**config.mk**
```make
export PLATFORM = sky130hd
export DESIGN_NAME = lcd_cmd_sequencer
export DESIGN_NICKNAME = d
export VERILOG_FILES = /design/src/rtl/lcd_pkg.sv /design/src/rtl/lcd_cmd_fifo.sv /design/src/rtl/lcd_cmd_sequencer.sv
export SDC_FILE = /design/constraint.sdc
export NUM_CORES = 1
export LEC_CHECK = 0
export CORE_ASPECT_RATIO = 0.75
export CORE_MARGIN = 4
export CORE_UTILIZATION = 40
export DETAILED_ROUTE_END_ITERATION = 8
export GPL_TIMING_DRIVEN = 0
export PLACE_DENSITY = 0.62
export SYNTH_ARGS = -nofsm -noshare
export SYNTH_HDL_FRONTEND = slang
export SYNTH_HIERARCHICAL = 1
export SYNTH_SLANG_ARGS = --single-unit
export TNS_END_PERCENT = 30
```
**constraint.sdc**
```tcl
create_clock -name clk -period 3.3 [get_ports clk]
set_clock_uncertainty 0.2 [all_clocks]
set_input_delay 0.66 -clock clk [delete_from_list [all_inputs] [get_ports clk]]
set_output_delay 0.66 -clock clk [all_outputs]
set_load 0.05 [all_outputs]
```
**src/rtl/lcd_pkg.sv**
```systemverilog
// Shared definitions for the LCD command path: command codes, sequencer
// states and the command validity check.
package lcd_pkg;

    // 4-bit command codes understood by the LCD image controller decoder
    typedef enum logic [3:0] {
        CMD_WR  = 4'd0,
        CMD_SU  = 4'd1,
        CMD_SD  = 4'd2,
        CMD_SL  = 4'd3,
        CMD_SR  = 4'd4,
        CMD_MAX = 4'd5,
        CMD_MIN = 4'd6,
        CMD_AVG = 4'd7,
        CMD_CCW = 4'd8,
        CMD_CW  = 4'd9,
        CMD_MX  = 4'd10,
        CMD_MY  = 4'd11
    } lcd_cmd_t;

    // Command sequencer states
    typedef enum logic [2:0] {
        S_BOOT,
        S_IDLE,
        S_ISSUE,
        S_ACK,
        S_RUN,
        S_ERR
    } seq_state_t;

    // Highest legal command code; anything above is dropped at the input
    localparam logic [3:0] CMD_LAST = 4'd11;

    function automatic logic cmd_is_valid(input logic [3:0] code);
        return (code <= CMD_LAST);
    endfunction

endpackage

```
**src/rtl/lcd_cmd_fifo.sv**
```systemverilog
// Synchronous FIFO with registered read data. A push while full is taken
// when a pop happens in the same cycle, since the pop frees the slot.
module lcd_cmd_fifo #(
    parameter int DATA_W = 4,
    parameter int DEPTH  = 8
) (
    input  logic                     clk,
    input  logic                     reset,
    input  logic                     push,
    input  logic [DATA_W-1:0]        wdata,
    input  logic                     pop,
    output logic [DATA_W-1:0]        rdata,
    output logic                     full,
    output logic                     empty,
    output logic [$clog2(DEPTH):0]   count
);

    localparam int AW = $clog2(DEPTH);
    localparam logic [AW:0] FULL_CNT = (AW+1)'(DEPTH);

    logic [DATA_W-1:0] mem [DEPTH];
    logic [AW-1:0]     wr_ptr;
    logic [AW-1:0]     rd_ptr;
    logic              do_push;
    logic              do_pop;

    assign full    = (count == FULL_CNT);
    assign empty   = (count == '0);
    assign do_pop  = pop && !empty;
    assign do_push = push && (!full || do_pop);

    // Storage array: data only, no reset needed
    always_ff @(posedge clk) begin
        if (do_push) begin
            mem[wr_ptr] <= wdata;
        end
    end

    // Pointers and occupancy; pointers wrap naturally since DEPTH is a power of 2
    always_ff @(posedge clk or posedge reset) begin
        if (reset) begin
            wr_ptr <= '0;
            rd_ptr <= '0;
            count  <= '0;
        end else begin
            if (do_push) wr_ptr <= wr_ptr + 1'b1;
            if (do_pop)  rd_ptr <= rd_ptr + 1'b1;
            case ({do_push, do_pop})
                2'b10:   count <= count + 1'b1;
                2'b01:   count <= count - 1'b1;
                default: count <= count;
            endcase
        end
    end

    // Registered read port; holds the last popped entry until the next pop
    always_ff @(posedge clk or posedge reset) begin
        if (reset) begin
            rdata <= '0;
        end else if (do_pop) begin
            rdata <= mem[rd_ptr];
        end
    end

endmodule

```
**src/rtl/lcd_cmd_sequencer.sv**
```systemverilog
// Buffers host commands and issues them one at a time to the LCD controller,
// following its busy handshake, with a shared watchdog for stalls.
module lcd_cmd_sequencer
    import lcd_pkg::*;
#(
    parameter int FIFO_DEPTH  = 8,
    parameter int ACK_TIMEOUT = 4,
    parameter int RUN_TIMEOUT = 256
) (
    input  logic                          clk,
    input  logic                          reset,
    input  logic [3:0]                    host_cmd,
    input  logic                          host_valid,
    output logic                          host_ready,
    output logic [3:0]                    cmd,
    output logic                          cmd_valid,
    input  logic                          lcd_busy,
    input  logic                          lcd_done,
    output logic [$clog2(FIFO_DEPTH):0]   q_count,
    output logic [7:0]                    issued_cnt,
    output logic                          seq_idle,
    output logic                          err_timeout
);

    localparam int WD_MAX = (ACK_TIMEOUT > RUN_TIMEOUT) ? ACK_TIMEOUT : RUN_TIMEOUT;
    localparam int WD_W   = $clog2(WD_MAX + 1);
    // Loaded with N-1 so the timeout fires after exactly N cycles in the state
    localparam logic [WD_W-1:0] WD_ACK = WD_W'(ACK_TIMEOUT - 1);
    localparam logic [WD_W-1:0] WD_RUN = WD_W'(RUN_TIMEOUT - 1);

    seq_state_t        state;
    seq_state_t        state_next;
    logic [WD_W-1:0]   wd;
    logic [WD_W-1:0]   wd_val;
    logic              wd_load;
    logic              boot_seen;
    logic              done_seen;
    logic              run_done;
    logic              fifo_push;
    logic              fifo_pop;
    logic              fifo_full;
    logic              fifo_empty;
    logic [3:0]        fifo_rdata;

    // Illegal codes complete the handshake but never enter the queue
    assign host_ready  = !fifo_full && !reset;
    assign fifo_push   = host_valid && host_ready && cmd_is_valid(host_cmd);

    // The registered FIFO read port doubles as the held command output
    assign cmd         = fifo_rdata;
    assign cmd_valid   = (state == S_ISSUE);
    assign seq_idle    = (state == S_IDLE) && fifo_empty;
    assign err_timeout = (state == S_ERR);

    lcd_cmd_fifo #(
        .DATA_W (4),
        .DEPTH  (FIFO_DEPTH)
    ) u_fifo (
        .clk    (clk),
        .reset  (reset),
        .push   (fifo_push),
        .wdata  (host_cmd),
        .pop    (fifo_pop),
        .rdata  (fifo_rdata),
        .full   (fifo_full),
        .empty  (fifo_empty),
        .count  (q_count)
    );

    // Next-state, pop and watchdog reload decisions
    always_comb begin
        state_next = state;
        fifo_pop   = 1'b0;
        run_done   = 1'b0;
        wd_load    = 1'b0;
        wd_val     = WD_RUN;
        case (state)
            S_BOOT: begin
                if (lcd_busy) begin
                    if (!boot_seen) begin
                        wd_load = 1'b1;           // IROM load started: bound its length
                    end else if (wd == '0) begin
                        state_next = S_ERR;
                    end
                end else if (boot_seen || wd == '0) begin
                    state_next = S_IDLE;          // load finished, or never started
                end
            end
            S_IDLE: begin
                if (!fifo_empty && !lcd_busy) begin
                    fifo_pop   = 1'b1;
                    state_next = S_ISSUE;
                end
            end
            S_ISSUE: begin
                state_next = S_ACK;
            end
            S_ACK: begin
                if (lcd_busy) begin
                    state_next = S_RUN;
                end else if (wd == '0) begin
                    state_next = S_ERR;
                end
            end
            S_RUN: begin
                if (!lcd_busy) begin
                    if (fifo_rdata == CMD_WR && !(done_seen || lcd_done)) begin
                        state_next = S_ERR;       // write ended without its done pulse
                    end else begin
                        state_next = S_IDLE;
                        run_done   = 1'b1;
                    end
                end else if (wd == '0) begin
                    state_next = S_ERR;
                end
            end
            S_ERR: begin
                state_next = S_ERR;
            end
            default: begin
                state_next = S_ERR;
            end
        endcase
        if (state_next != state) begin
            wd_load = 1'b1;
            wd_val  = (state_next == S_ACK) ? WD_ACK : WD_RUN;
        end
    end

    // State register
    always_ff @(posedge clk or posedge reset) begin
        if (reset) begin
            state <= S_BOOT;
        end else begin
            state <= state_next;
        end
    end

    // Shared watchdog down-counter; boot first waits ACK_TIMEOUT for busy to rise
    always_ff @(posedge clk or posedge reset) begin
        if (reset) begin
            wd <= WD_ACK;
        end else if (wd_load) begin
            wd <= wd_val;
        end else if (wd != '0) begin
            wd <= wd - 1'b1;
        end
    end

    // Remember busy during boot and done during a run
    always_ff @(posedge clk or posedge reset) begin
        if (reset) begin
            boot_seen <= 1'b0;
            done_seen <= 1'b0;
        end else begin
            if (state == S_BOOT && lcd_busy) boot_seen <= 1'b1;
            if (state != S_RUN)              done_seen <= 1'b0;
            else if (lcd_done)               done_seen <= 1'b1;
        end
    end

    // Completed-command counter, wraps at 255
    always_ff @(posedge clk or posedge reset) begin
        if (reset) begin
            issued_cnt <= '0;
        end else if (run_done) begin
            issued_cnt <= issued_cnt + 1'b1;
        end
    end

endmodule

```
# Word level (Yosys, flattened, before mapping)
# Memories as Yosys holds them, arrays and structs flattened. A register that Yosys moved wholly into a read port is not among the register bits.
# Index checks and enable logic that the tools add are counted.
# word_totals
rom_bits	0
n_memories	1
ram_bits	32
regBits	32
latchBits	0
output_inout_bits	20
# op_classes
eq_ne	11
div	0
multipliers	0
magnitude_cmp	1
n_addsub	6
n_reduce_logical	25
bitwise_logic	0
n_mux	27
shift	0
# memory_table
name	depth	width	rd	rd_ports_with_merged_regs	wr	line	text
u_fifo.mem	8	4	1	1	1	lcd_cmd_fifo.sv:21	logic [DATA_W-1:0] mem [DEPTH];
# op_table
operator	count
$mux W3	8
$mux W9	2
$mux W8	2
$pmux W3 S5	1
$mux W1	13
$eq A3 B2 Y1 const B	3
$logic_and A1 B1 Y1	9
$logic_not A9 Y1	1
$reduce_bool A9 Y1	1
$sub A9 B1 Y9 const B	1
$add A8 B1 Y8 const B	1
$logic_not A4 Y1	2
$pmux W4 S2	1
$add A3 B1 Y3 const B	2
$eq A3 B3 Y1 const B	2
$reduce_bool A2 Y1	3
$logic_not A1 Y1	5
$add A4 B1 Y4 const B	1
$eq A4 B4 Y1 const B	1
$le A4 B4 Y1 const B	1
$sub A4 B1 Y4 const B	1
$eq A3 B1 Y1 const B	1
$logic_not A3 Y1	1
$logic_or A1 B1 Y1	3
other kinds (4)	4

# Depth between registers and ports, before layout
# logic_depth
word_depth	10
mapped_depth	14
ltp_nobuf	12

# Modules after synthesis
# Netlist, hierarchy kept.
# modules_own_cells
mod	seq_area_each_um2	n_inst	cells_each	area_per_inst_um2
lcd_cmd_fifo	1311.3	1	141	2053.2
lcd_cmd_sequencer	553.0	1	121	1201.2

# Least setup slack after synthesis
# No wires, ideal clock.
# synth_timing
path_kind	register -> output
startpoint	reg u_fifo.count[1]
endpoint	out seq_idle
path_buffers	1
t_arrival_ns	2.961
setup_slack_ns	-0.521
stages_incl_launch_ff	5
cell_sequence	dfrtp_1 or3_1 buf_6 nor2_1 nor4b_1
# synth_via
elab_chain_len	2
# synth_lines
item	line	text
start, declared	lcd_cmd_fifo.sv:15	output logic [$clog2(DEPTH):0] count
start signal, assigned	lcd_cmd_fifo.sv:49	2'b10: count <= count + 1'b1;
start signal, assigned	lcd_cmd_fifo.sv:50	2'b01: count <= count - 1'b1;
start signal, assigned	lcd_cmd_fifo.sv:51	default: count <= count;
$logic_not A4 Y1	lcd_cmd_fifo.sv:28	assign empty = (count == '0);
named net fifo_empty	lcd_cmd_sequencer.sv:42	logic fifo_empty;
$logic_and A1 B1 Y1	lcd_cmd_sequencer.sv:52	assign seq_idle = (state == S_IDLE) && fifo_empty;
end, declared	lcd_cmd_sequencer.sv:21	output logic seq_idle,
# The timed path passes the listed nets, and every way through them passes these cells.

# Worst setup path after layout
# layout_timing
startpoint	reg state[1]
endpoint	out cmd_valid
# layout_via
elab_chain_len	1
# layout_lines
item	line	text
start, declared	lcd_cmd_sequencer.sv:31	seq_state_t state;
start signal, assigned	lcd_cmd_sequencer.sv:135	state <= state_next;
$eq A3 B2 Y1	lcd_cmd_sequencer.sv:51	assign cmd_valid = (state == S_ISSUE);
end, declared	lcd_cmd_sequencer.sv:16	output logic cmd_valid,
# No other way between the ends.

==> qor.yml <==
status: "finished, final reports clean"
ys_seq_area_frac: 0.573
start_kind: "register"
cp_max_fo: 10
relSlewSlack: 0.446
grt_pass1_vias: 1964
p_leak_nw: 1.50
netlist-cell-type-count: 49
fin_nets: 317
maxCapViolations: 0
pin_count: 29
seqCellArea_um2: 1870
syn_nets: 279
synth.area.top_cells: "edfxtp_1, dfrtp_1, mux2i_1"
synth_xor_area_frac: 0.0565
hold_ws_ns: 0.270
critPathCaptureType: "output port"
final_common_cell: "edfxtp_1"
async_reset_ff_frac: 0.529
reg2reg_depth: 13
critPathLaunch: "state[1]"
port_buffers: 28
arrival_ns: 2.27
finalCritPeriodShare: 0.948
use_met2: 0.181
design.die.area_um2: 9660
ir_drop_v: 0.000534
hold_viol_final: 0
ys_seq_elements: 68
grt_util_met3: 0.0465
setup_viol: 0
pre_cts_slack_ns: -0.270
synth-compound-area-share: 0.0711
die_w_um: 112
p_total_mw: 3.56
synth.top_cell.area_share: 0.295
fmax_ghz: 0.320
holdCritPathClass: "reg2reg"
cts_tree: "built"
busiest_layer: "met1"
h-tree-depth: 3
initial_utilization: 0.411
netlist_area_um2: 3250
endpoint: "cmd_valid"
worst_pin_slew_ns: 0.830
setup-tns-final_ns: 0
final.fill_count: 731
synth_warnings: 6
syn2layout_area_growth_pct: 19.8
yosys.area_share.simple: 0.138
ctsHoldBuffers: 0
layout_common_cells: "edfxtp_1, dfrtp_1, clkdlybuf4s50_1, nand2_1, mux2i_1"
drive_above_1_share: 0.161
clock_path_buffers: 2
die_h_um: 86.1
period_minus_slack_ns: 3.13
r2r-start: "u_fifo/count[2]"
clk_pin_slew_ns: 0.08
final_antenna_net_count: 0
multi_input_area_um2: 1320
wirelength_mm: 5.84
ys.flop_type: "dfrtp_1"
vias_per_cell: 5.00
cts_root_buf: "clkbuf_8"
grt_pass1_wl_mm: 9.87
synth_area_per_cell_um2: 12.4
clock_latency_ns: 0.34
reg2reg_to: "u_fifo/count[3]"
core_um2: 7920
cts_setup_buffers: 0
synth_top_family_by_area: "simple AND/OR/NAND/NOR gates"
slew_violations: 0
powerDensity_nw_per_um2: 914
synth_edf_count: 32
synthAdderAreaFrac: 0.0331
grtUsageMet1: 0.191
cts_buffers: 9
postSynthCellCount: 262
overflow: 0
cp.required_ns: 2.44
criticalPathCategory: "reg2out"
antennaDiodeCount: 0
fin_ws_ns: 0.171
hpwl_mm: 4.21
gp_congestion: 0.808
drc: 0
fp-row-count: 28
vias: 2052
antenna_found_initial: 0
clkSinkCount: 68
ff2ff_setup_slack_ns: 0.21
yosysTopAreaCell: "edfxtp_1"
wl_per_cell_um: 14.2
synthMuxAreaShare: 0.0977
grt_util_all_layers: 0.132
grt_max_degree: 23
first_pass_iters: 4
initialDrtViolationCount: 97
critical path, cell delays in order (launching register included):
cell	delay (ns)
dfrtp_1	0.41
clkbuf_1	0.34
nor3b_1	0.32
clkdlybuf4s50_1	0.86
cell families (layout without fill, tap and decap cells):
group / count (synthesis) / in the layout
adder cells (fa/ha/maj): 8 / 8
buffers and inverters: 19 / 62
XOR/XNOR: 21 / 21
AND/OR/NAND/NOR: 86 / 86
multiplexers: 26 / 26
flip-flops: 68 / 68
AO/OA/AOI/OAI: 34 / 34
synthesized netlist by cell type (2+ instances only):
cell type and number:
nand3_1 6, nand4_1 2, dfstp_2 2, xnor2_1 16, xor2_1 5, inv_1 11
mux4_2 4, nor2_1 20, nor3_1 7, nor4_1 2, or2_2 2, nand2_1 23
nand2b_1 6, buf_6 2, mux2i_1 19, and2_1 2, dfrtp_1 34, or3_1 3
nor3b_1 3, a21oi_1 6, edfxtp_1 32, ha_1 7, o21ai_0 15, clkbuf_1 3
and3_1 2, nand3_2 2, o21ai_1 3, nor4b_1 2
worst min path at each step:
stage / start / to / slack (ns) / depth (start not counted)
4_1_cts: issued_cnt[7] / issued_cnt[7] / 0.28 / 1
2_1_floorplan: u_fifo/wr_ptr[2] / u_fifo/wr_ptr[2] / 0.26 / 1
5_1_grt: issued_cnt[7] / issued_cnt[7] / 0.31 / 1
3_5_place_dp: issued_cnt[7] / issued_cnt[7] / 0.27 / 1
3_3_place_gp: issued_cnt[7] / issued_cnt[7] / 0.26 / 1
6_report: issued_cnt[7] / issued_cnt[7] / 0.27 / 1
report_power, final:
part / internal, mW / switching (mW)
Combinational: 0.652 / 0.882
Sequential: 1.10 / 0.225
Clock: 0.359 / 0.340
Total: 2.11 / 1.45
flip-flops by register name, indices dropped and copies added (netlist names):
name	count
u_fifo/mem	32
state	3
u_fifo/count	4
wd	9
u_fifo/wr_ptr	3
issued_cnt	8
u_fifo/rdata	4
boot_seen	1
done_seen	1
u_fifo/rd_ptr	3
per-layer routing:
| metal | share of wire | vias up |
|---|---|---|
| met1 | 0.51 | 991 |
| met3 | 0.053 | 6 |
| li1 | - | 1015 |
| met5 | 0 | - |
| met4 | 0.013 | 0 |
| met2 | 0.43 | 40 |
stage by stage:
step           utilization  std cells  area [um2]
2_1_floorplan            -        262        3280
3_3_place_gp         0.466        395        3690
3_5_place_dp         0.466        395        3690
4_1_cts              0.492        411        3890
5_1_grt              0.492        410        3900
6_report             0.492        410        3900
what timing repair did:
action                                 CTS  global route
resized for setup                        2             6
setup endpoints to repair                2             6
pin swaps                                0             0
endpoints found under the hold margin    0             0
layout make-up:
cell class / instances / share of cell area
plain buffers: 7 / 0.0144
clock buffers: 9 / 0.0318
clock inverters: 7 / 0.0205
inverters: 11 / 0.0106
multi-input cells: 175 / 0.339
flip-flops and latches: 68 / 0.479
well taps: 105 / 0.0337
repair buffers: 28 / 0.0706
(Power assumes the default switching activity.)
